**src/rtl/hazard_stall_controller_pkg.sv**
```systemverilog
// Shared encodings for the pipeline sequencing controller
// and the EX-stage forwarding logic.
package hazard_stall_controller_pkg;

   localparam logic [1:0] S_RUN     = 2'd0;
   localparam logic [1:0] S_BR_WAIT = 2'd1;
   localparam logic [1:0] S_MULDIV  = 2'd2;
   localparam logic [1:0] S_HALT    = 2'd3;

   localparam logic [4:0] REG_ZERO = 5'd0;

   typedef enum logic [1:0] {
      ST_RUN     = S_RUN,
      ST_BR_WAIT = S_BR_WAIT,
      ST_MULDIV  = S_MULDIV,
      ST_HALT    = S_HALT
   } state_e;

endpackage

```
**src/rtl/hazard_stall_controller_if.sv**
```systemverilog
// Pipeline-side bundle: hazard sources in,
// per-stage register controls out.
interface hazard_stall_controller_if;

   logic [4:0] i_id_rs;
   logic [4:0] i_id_rt;
   logic       i_id_uses_rt;
   logic       i_id_is_branch;
   logic       i_id_branch_taken;
   logic [4:0] i_ex_rd;
   logic       i_ex_reg_write;
   logic       i_ex_mem_read;
   logic       i_ex_muldiv;
   logic [4:0] i_mem_rd;
   logic       i_mem_mem_read;
   logic       i_halt;

   logic       o_pc_write;
   logic       o_if_id_write;
   logic       o_if_id_flush;
   logic       o_id_ex_write;
   logic       o_id_ex_bubble;
   logic       o_ex_mem_bubble;
   logic       o_halted;

   modport master (
      output i_id_rs, i_id_rt, i_id_uses_rt,
      output i_id_is_branch, i_id_branch_taken,
      output i_ex_rd, i_ex_reg_write,
      output i_ex_mem_read, i_ex_muldiv,
      output i_mem_rd, i_mem_mem_read, i_halt,
      input  o_pc_write, o_if_id_write,
      input  o_if_id_flush, o_id_ex_write,
      input  o_id_ex_bubble, o_ex_mem_bubble,
      input  o_halted
   );

   modport slave (
      input  i_id_rs, i_id_rt, i_id_uses_rt,
      input  i_id_is_branch, i_id_branch_taken,
      input  i_ex_rd, i_ex_reg_write,
      input  i_ex_mem_read, i_ex_muldiv,
      input  i_mem_rd, i_mem_mem_read, i_halt,
      output o_pc_write, o_if_id_write,
      output o_if_id_flush, o_id_ex_write,
      output o_id_ex_bubble, o_ex_mem_bubble,
      output o_halted
   );

endinterface

```
**src/rtl/hazard_stall_controller_hazard_detect.sv**
```systemverilog
// Combinational hazard terms; only dependencies that
// EX forwarding cannot cover in time are flagged.
module hazard_detect
   import hazard_stall_controller_pkg::*;
(
   input  logic [4:0] i_id_rs,
   input  logic [4:0] i_id_rt,
   input  logic       i_id_uses_rt,
   input  logic       i_id_is_branch,
   input  logic [4:0] i_ex_rd,
   input  logic       i_ex_reg_write,
   input  logic       i_ex_mem_read,
   input  logic [4:0] i_mem_rd,
   input  logic       i_mem_mem_read,
   output logic       o_load_use,
   output logic       o_br_ex,
   output logic       o_br_mem_ld
);

   logic ex_nz;
   logic mem_nz;
   logic ex_rs;
   logic ex_rt;
   logic mem_rs;
   logic mem_rt;

   assign ex_nz  = (i_ex_rd != REG_ZERO);
   assign mem_nz = (i_mem_rd != REG_ZERO);
   assign ex_rs  = ex_nz & (i_ex_rd == i_id_rs);
   assign ex_rt  = ex_nz & (i_ex_rd == i_id_rt);
   assign mem_rs = mem_nz & (i_mem_rd == i_id_rs);
   assign mem_rt = mem_nz & (i_mem_rd == i_id_rt);

   assign o_load_use = i_ex_mem_read
                     & (ex_rs | (i_id_uses_rt & ex_rt));

   // Branches compare in ID, so both operands count.
   assign o_br_ex = i_id_is_branch & i_ex_reg_write
                  & (ex_rs | ex_rt);

   assign o_br_mem_ld = i_id_is_branch & i_mem_mem_read
                      & (mem_rs | mem_rt);

endmodule

```
**src/rtl/hazard_stall_controller.sv**
```systemverilog
// Pipeline sequencing: stall, bubble, flush and halt
// control plus a saturating stall-cycle counter.
module hazard_stall_controller
   import hazard_stall_controller_pkg::*;
#(
   parameter int MULDIV_CYCLES = 4,
   parameter int CNT_W         = 32
)(
   input  logic             i_clk,
   input  logic             i_rst_n,
   hazard_stall_controller_if.slave bus,
   output logic [CNT_W-1:0] o_stall_cycles
);

   localparam int MD_W = $clog2(MULDIV_CYCLES);
   localparam logic [MD_W-1:0] MD_INIT =
      MD_W'(MULDIV_CYCLES - 2);

   state_e            state_q, state_d;
   logic [MD_W-1:0]   md_cnt_q, md_cnt_d;
   logic [CNT_W-1:0]  stall_cnt_q, stall_cnt_d;

   logic load_use;
   logic br_ex;
   logic br_mem_ld;
   logic hazard;

   logic pc_write;
   logic if_id_write;
   logic if_id_flush;
   logic id_ex_write;
   logic id_ex_bubble;
   logic ex_mem_bubble;

   hazard_detect u_hazard_detect (
      .i_id_rs        (bus.i_id_rs),
      .i_id_rt        (bus.i_id_rt),
      .i_id_uses_rt   (bus.i_id_uses_rt),
      .i_id_is_branch (bus.i_id_is_branch),
      .i_ex_rd        (bus.i_ex_rd),
      .i_ex_reg_write (bus.i_ex_reg_write),
      .i_ex_mem_read  (bus.i_ex_mem_read),
      .i_mem_rd       (bus.i_mem_rd),
      .i_mem_mem_read (bus.i_mem_mem_read),
      .o_load_use     (load_use),
      .o_br_ex        (br_ex),
      .o_br_mem_ld    (br_mem_ld)
   );

   assign hazard = load_use | br_ex | br_mem_ld;

   always_comb begin
      state_d       = state_q;
      md_cnt_d      = md_cnt_q;
      pc_write      = 1'b1;
      if_id_write   = 1'b1;
      id_ex_write   = 1'b1;
      id_ex_bubble  = 1'b0;
      ex_mem_bubble = 1'b0;
      if_id_flush   = bus.i_id_branch_taken
                    & bus.i_id_is_branch;
      unique case (state_q)
         ST_RUN: begin
            if (bus.i_ex_muldiv) begin
               pc_write      = 1'b0;
               if_id_write   = 1'b0;
               id_ex_write   = 1'b0;
               ex_mem_bubble = 1'b1;
               if_id_flush   = 1'b0;
               md_cnt_d      = MD_INIT;
               if (MULDIV_CYCLES > 2)
                  state_d = ST_MULDIV;
            end else if (hazard) begin
               pc_write     = 1'b0;
               if_id_write  = 1'b0;
               id_ex_bubble = 1'b1;
               if_id_flush  = 1'b0;
               // A load result reaches ID compare two cycles out.
               if (br_ex && bus.i_ex_mem_read)
                  state_d = ST_BR_WAIT;
            end else if (bus.i_halt) begin
               if_id_flush = 1'b0;
               state_d     = ST_HALT;
            end
         end
         ST_BR_WAIT: begin
            pc_write     = 1'b0;
            if_id_write  = 1'b0;
            id_ex_bubble = 1'b1;
            if_id_flush  = 1'b0;
            state_d      = ST_RUN;
         end
         ST_MULDIV: begin
            pc_write      = 1'b0;
            if_id_write   = 1'b0;
            id_ex_write   = 1'b0;
            ex_mem_bubble = 1'b1;
            if_id_flush   = 1'b0;
            md_cnt_d      = md_cnt_q - MD_W'(1);
            if (md_cnt_q <= MD_W'(1))
               state_d = ST_RUN;
         end
         ST_HALT: begin
            pc_write     = 1'b0;
            if_id_write  = 1'b0;
            id_ex_bubble = 1'b1;
            if_id_flush  = 1'b0;
         end
      endcase
      if (!i_rst_n) begin
         pc_write      = 1'b1;
         if_id_write   = 1'b1;
         id_ex_write   = 1'b1;
         id_ex_bubble  = 1'b0;
         ex_mem_bubble = 1'b0;
         if_id_flush   = 1'b0;
      end
   end

   always_comb begin
      stall_cnt_d = stall_cnt_q;
      if (!pc_write && state_q != ST_HALT
          && stall_cnt_q != {CNT_W{1'b1}})
         stall_cnt_d = stall_cnt_q + CNT_W'(1);
   end

   always_ff @(posedge i_clk or negedge i_rst_n) begin
      if (!i_rst_n) begin
         state_q     <= ST_RUN;
         md_cnt_q    <= '0;
         stall_cnt_q <= '0;
      end else begin
         state_q     <= state_d;
         md_cnt_q    <= md_cnt_d;
         stall_cnt_q <= stall_cnt_d;
      end
   end

   assign bus.o_pc_write      = pc_write;
   assign bus.o_if_id_write   = if_id_write;
   assign bus.o_if_id_flush   = if_id_flush;
   assign bus.o_id_ex_write   = id_ex_write;
   assign bus.o_id_ex_bubble  = id_ex_bubble;
   assign bus.o_ex_mem_bubble = ex_mem_bubble;
   assign bus.o_halted        = (state_q == ST_HALT);
   assign o_stall_cycles      = stall_cnt_q;

endmodule

```
**src/flat_wrapper.sv**
```systemverilog
// flat-port wrapper written by rule: the top's interface ports become plain ports
module hazard_stall_controller_flat import hazard_stall_controller_pkg::*;
#(
   parameter int MULDIV_CYCLES = 4,
   parameter int CNT_W         = 32
)
  (i_clk, i_rst_n, o_stall_cycles, bus_i_id_rs, bus_i_id_rt, bus_i_id_uses_rt, bus_i_id_is_branch, bus_i_id_branch_taken, bus_i_ex_rd, bus_i_ex_reg_write, bus_i_ex_mem_read, bus_i_ex_muldiv, bus_i_mem_rd, bus_i_mem_mem_read, bus_i_halt, bus_o_pc_write, bus_o_if_id_write, bus_o_if_id_flush, bus_o_id_ex_write, bus_o_id_ex_bubble, bus_o_ex_mem_bubble, bus_o_halted);
  hazard_stall_controller_if bus_i ();
  input  logic i_clk;
  input  logic i_rst_n;
  output logic [CNT_W-1:0] o_stall_cycles;
  input wire logic [$bits(bus_i.i_id_rs)-1:0] bus_i_id_rs;
  input wire logic [$bits(bus_i.i_id_rt)-1:0] bus_i_id_rt;
  input wire logic [$bits(bus_i.i_id_uses_rt)-1:0] bus_i_id_uses_rt;
  input wire logic [$bits(bus_i.i_id_is_branch)-1:0] bus_i_id_is_branch;
  input wire logic [$bits(bus_i.i_id_branch_taken)-1:0] bus_i_id_branch_taken;
  input wire logic [$bits(bus_i.i_ex_rd)-1:0] bus_i_ex_rd;
  input wire logic [$bits(bus_i.i_ex_reg_write)-1:0] bus_i_ex_reg_write;
  input wire logic [$bits(bus_i.i_ex_mem_read)-1:0] bus_i_ex_mem_read;
  input wire logic [$bits(bus_i.i_ex_muldiv)-1:0] bus_i_ex_muldiv;
  input wire logic [$bits(bus_i.i_mem_rd)-1:0] bus_i_mem_rd;
  input wire logic [$bits(bus_i.i_mem_mem_read)-1:0] bus_i_mem_mem_read;
  input wire logic [$bits(bus_i.i_halt)-1:0] bus_i_halt;
  output wire logic [$bits(bus_i.o_pc_write)-1:0] bus_o_pc_write;
  output wire logic [$bits(bus_i.o_if_id_write)-1:0] bus_o_if_id_write;
  output wire logic [$bits(bus_i.o_if_id_flush)-1:0] bus_o_if_id_flush;
  output wire logic [$bits(bus_i.o_id_ex_write)-1:0] bus_o_id_ex_write;
  output wire logic [$bits(bus_i.o_id_ex_bubble)-1:0] bus_o_id_ex_bubble;
  output wire logic [$bits(bus_i.o_ex_mem_bubble)-1:0] bus_o_ex_mem_bubble;
  output wire logic [$bits(bus_i.o_halted)-1:0] bus_o_halted;
  assign bus_i.i_id_rs = bus_i_id_rs;
  assign bus_i.i_id_rt = bus_i_id_rt;
  assign bus_i.i_id_uses_rt = bus_i_id_uses_rt;
  assign bus_i.i_id_is_branch = bus_i_id_is_branch;
  assign bus_i.i_id_branch_taken = bus_i_id_branch_taken;
  assign bus_i.i_ex_rd = bus_i_ex_rd;
  assign bus_i.i_ex_reg_write = bus_i_ex_reg_write;
  assign bus_i.i_ex_mem_read = bus_i_ex_mem_read;
  assign bus_i.i_ex_muldiv = bus_i_ex_muldiv;
  assign bus_i.i_mem_rd = bus_i_mem_rd;
  assign bus_i.i_mem_mem_read = bus_i_mem_mem_read;
  assign bus_i.i_halt = bus_i_halt;
  assign bus_o_pc_write = bus_i.o_pc_write;
  assign bus_o_if_id_write = bus_i.o_if_id_write;
  assign bus_o_if_id_flush = bus_i.o_if_id_flush;
  assign bus_o_id_ex_write = bus_i.o_id_ex_write;
  assign bus_o_id_ex_bubble = bus_i.o_id_ex_bubble;
  assign bus_o_ex_mem_bubble = bus_i.o_ex_mem_bubble;
  assign bus_o_halted = bus_i.o_halted;
  hazard_stall_controller #(.MULDIV_CYCLES(MULDIV_CYCLES), .CNT_W(CNT_W)) u_core (.i_clk(i_clk), .i_rst_n(i_rst_n), .bus(bus_i), .o_stall_cycles(o_stall_cycles));
endmodule
```
**config.mk**
```make
export PLATFORM = sky130hd
export DESIGN_NAME = hazard_stall_controller_flat
export DESIGN_NICKNAME = d
export VERILOG_FILES = /design/src/rtl/hazard_stall_controller_pkg.sv /design/src/rtl/hazard_stall_controller_if.sv /design/src/rtl/hazard_stall_controller_hazard_detect.sv /design/src/rtl/hazard_stall_controller.sv /design/src/flat_wrapper.sv
export SDC_FILE = /design/constraint.sdc
export NUM_CORES = 1
export LEC_CHECK = 0
export BUFFER_PORTS_ARGS = -buffer_cell sky130_fd_sc_hd__buf_2
export CORE_UTILIZATION = 55
export DETAILED_ROUTE_END_ITERATION = 7
export GPL_TIMING_DRIVEN = 0
export PLACE_DENSITY_LB_ADDON = 0.2
export SLEW_MARGIN = 0
export SYNTH_ARGS = -nofsm -noshare
export SYNTH_HDL_FRONTEND = slang
export SYNTH_HIERARCHICAL = 1
export SYNTH_SLANG_ARGS = --single-unit
```
**constraint.sdc**
```tcl
create_clock -name i_clk -period 3.85 [get_ports i_clk]
set_input_delay 0.385 -clock i_clk [delete_from_list [all_inputs] [get_ports i_clk]]
set_output_delay 0.385 -clock i_clk [all_outputs]
set_load 0.01 [all_outputs]
```
==> run_results.csv <==
group,metric,value,unit
clock_tree,post_cts.repair.setup_buffers,0,
run_status,status,"complete, no violations",
worst_setup_path,worstPathRequired,3.46,ns
clock_tree,clock_sinks,36,
synth,avgSynthCellArea,9.77,um^2
synth,syn_nets,264,
worst_hold_path,min_path_type,"input pin to asynchronous set/reset pin",
worst_setup_path,worst-path-max-fanout,5,
route,totalWireLength,4.63,mm
clock_tree,hold_buffers,0,
pwr,leakagePower,1.26,nW
grt,grt_pass1_wl,7.71,mm
finish,multi_input_area,0.00125,mm^2
floorplan,rows,22,
floorplan,dieArea,0.00427,mm^2
pwr,powerDensity,475,mW/mm^2
floorplan,ioPinCount,69,
placed_design,dpl_worst_slack,0.736,ns
timing,slew_headroom,46.0,%
clock_tree,clock_latency,0.29,ns
synth,yosysTopAreaCellShare,40.8,%
worst_setup_path,worst-path-buf-inv,2,
worst_setup_path,max_stage_delay,0.55,ns
grt,overflow,0,
clock_tree,cts_tree,"yes",
timing,setup_viol,0,
floorplan,core_area,0.00374,mm^2
clock_tree,cts_root_buf,"clkbuf_8",
floorplan,die_h,65.4,um
route,vias,1919,
finish,nets,339,
grt,use_met2,41.4,%
worst_setup_path,critPathLaunchType,"input pin",
timing,hold_violations,0,
grt,grt_max_degree,39,
worst_setup_path,arrival,2.58,ns
placed_design,dpl-instance-area,0.00261,mm^2
synth,synthFlopType,"dfrtp_1",
timing,tns,0,ns
timing,period_needed,2.96,ns
worst_setup_path,path_delay_family,"simple AND/OR/NAND/NOR gates",
clock_tree,cts_resized,0,
worst_setup_path,cp_slowest_cell,"or4_4",
clock_tree,numCtsBuffers,5,
route,drtIter0Drc,57,
route,dr.pass1.iters,4,
placed_design,io_buffers,68,
route,avgRoutedWirePerCell,13.2,um
synth,yosysUniqueCellTypes,40,
worst_setup_path,crit_chain,"buf_2, or4_4, o211ai_2, nor4_1, o211a_1, nor3_1, nand3_1, nor4_1, buf_2",
timing,finalMaxSlewViolations,0,
timing,worst_slack,0.888,ns
synth,synth_seq_cells,36,
timing,fmax,338,MHz
timing,worst_pin_slew,0.810,ns
timing,grt_setup_unrepaired,"false",
timing,timing.hold.ws,0.178,ns
worst_setup_path,end_kind,"output pin",
synth,syn_inst,226,
grt,grt_use_met1,28.7,%
synth,yosysWarnings,6,
timing,finalClockSkew,0.00679,ns
placed_design,finalWeightedCongestion,0.756,
floorplan,initial_core_util,59.0,%
clock_tree,htree_num_levels,2,
synth,synth-edff-count,0,
finish,design_area,0.00272,mm^2
synth,syn_area,0.00221,mm^2
finish,fillers,295,
clock_tree,cts_max_path_buffers,2,
grt,antenna_found_initial,0,
run,drv_cap,0,
synth,ys_top_cells_by_count,"dfrtp_1 (36), xnor2_1 (31), nand2_1 (24)",
grt,grt_pass1_vias,1773,
synth,async_flop_share,100,%
finish,seq_area,901,um^2
placed_design,place.detailed.hpwl,3.56,mm
synth,synth_area_leaders,"dfrtp_1 (41%), xnor2_1 (12%), xor2_1 (7.9%), ha_1 (4.5%), nand2_1 (4.1%)",
grt,grt_use_met3,5.73,%
pwr,ir_drop,0.479,mV
route,via_per_inst,5.48,
route,drc,0,
timing,finalCritPeriodShare,76.9,%
synth,yosysMostFrequentCell,"dfrtp_1",
finish,syn_to_final_growth,23.2,%
clock_tree,clk_pin_slew,0.07,ns
worst_setup_path,crit_type,"input pin to output pin",
synth,synth.largest_area_cell,"dfrtp_1",
grt,grt_util_all_layers,23.8,%
finish,drive_gt1_share,29.8,%
route,antenna_left,0,
floorplan,die_w,65.4,um
grt,busiest_layer,"met2",
synth,yosysSeqAreaShare,40.8,%
finish,diodes,0,
## registers in the layout, indices dropped and copies added (netlist names)
signal,cells
u_core/o_stall_cycles,32
u_core/md_cnt_q,2
u_core/state_q,2
## path summary, 6_finish.rpt
| check | startpoint | end | slack (ns) | cells after the start |
|---|---|---|---|---|
| worst min-delay path | i_rst_n | u_core/o_stall_cycles[7]$_DFFE_PN0P_ | 0.18 | 1 |
| min in group i_clk | bus_i_ex_muldiv | u_core/state_q[0]$_DFFE_PN0P_ | 0.45 | 3 |
| max in group asynchronous | i_rst_n | u_core/o_stall_cycles[30]$_DFFE_PN0P_ | 3.16 | 1 |
| worst max-delay path | bus_i_ex_rd[1] | bus_o_if_id_flush | 0.89 | 9 |
| worst min register to register | u_core/o_stall_cycles[7]$_DFFE_PN0P_ | u_core/o_stall_cycles[7]$_DFFE_PN0P_ | 0.49 | 1 |
| worst max register to register | u_core/o_stall_cycles[5]$_DFFE_PN0P_ | u_core/o_stall_cycles[26]$_DFFE_PN0P_ | 1.68 | 5 |
## layer usage
metal,routed length [um],part of all wire (%)
met5,0,0
met4,60,1.3
met3,258,5.6
met2,2260,49
met1,2050,44
## worst reg2reg max path, cell delays in order, from the launching register on
cell and delay, ns:
dfrtp_1 0.42, nand4_1 0.26, or3_4 0.42, a2111oi_2 0.59, nand4_1 0.20, xnor2_1 0.17
## logic make-up after synthesis
group	count (synthesis)	share of synthesized area, %
and+or+nand+nor	99	24.3
xor gates and xnor gates	51	20.2
DFF	36	40.8
AOI/OAI and AO/OA	19	6.80
buffers and inverters	11	2.38
adders and majority gates	8	4.53
muxes	2	0.963
## cells in the final DEF, fill, tap and decap left out, types with 8 or more instances in the layout
cell	netlist	routed
nor3_1	14	14
nand3_1	12	12
ha_1	8	8
dfrtp_1	36	36
xnor2_1	31	31
nand4_1	14	14
inv_1	9	9
nand2_1	24	24
xor2_1	20	20
buf_2	0	68
nor2_1	17	17
## metrics by stage
stage	utilization (%)	cells	power, mW
5_1_grt	72.7	350	1.39
4_1_cts	72.7	350	1.30
3_3_place_gp	69.7	342	0.959
2_1_floorplan	-	226	0.815
6_report	72.7	350	1.29
3_5_place_dp	69.7	342	0.970
## where the power goes
| part | total (mW) | internal (mW) | switching (mW) | leakage, nW |
|---|---|---|---|---|
| Combinational | 0.430 | 0.190 | 0.240 | 0.757 |
| Sequential | 0.531 | 0.450 | 0.0808 | 0.454 |
| Clock | 0.332 | 0.191 | 0.140 | 0.0541 |
## layout make-up
class                   instances  area share [%]
well taps                      48            2.21
repair buffers                 68            12.5
multi-input cells             179            46.1
clock buffers                   5            2.53
plain buffers                   2           0.690
clock inverters                 3            1.56
flip-flops and latches         36            33.1
inverters                       9            1.24
Note: power is estimated with default switching activity, not from simulation.
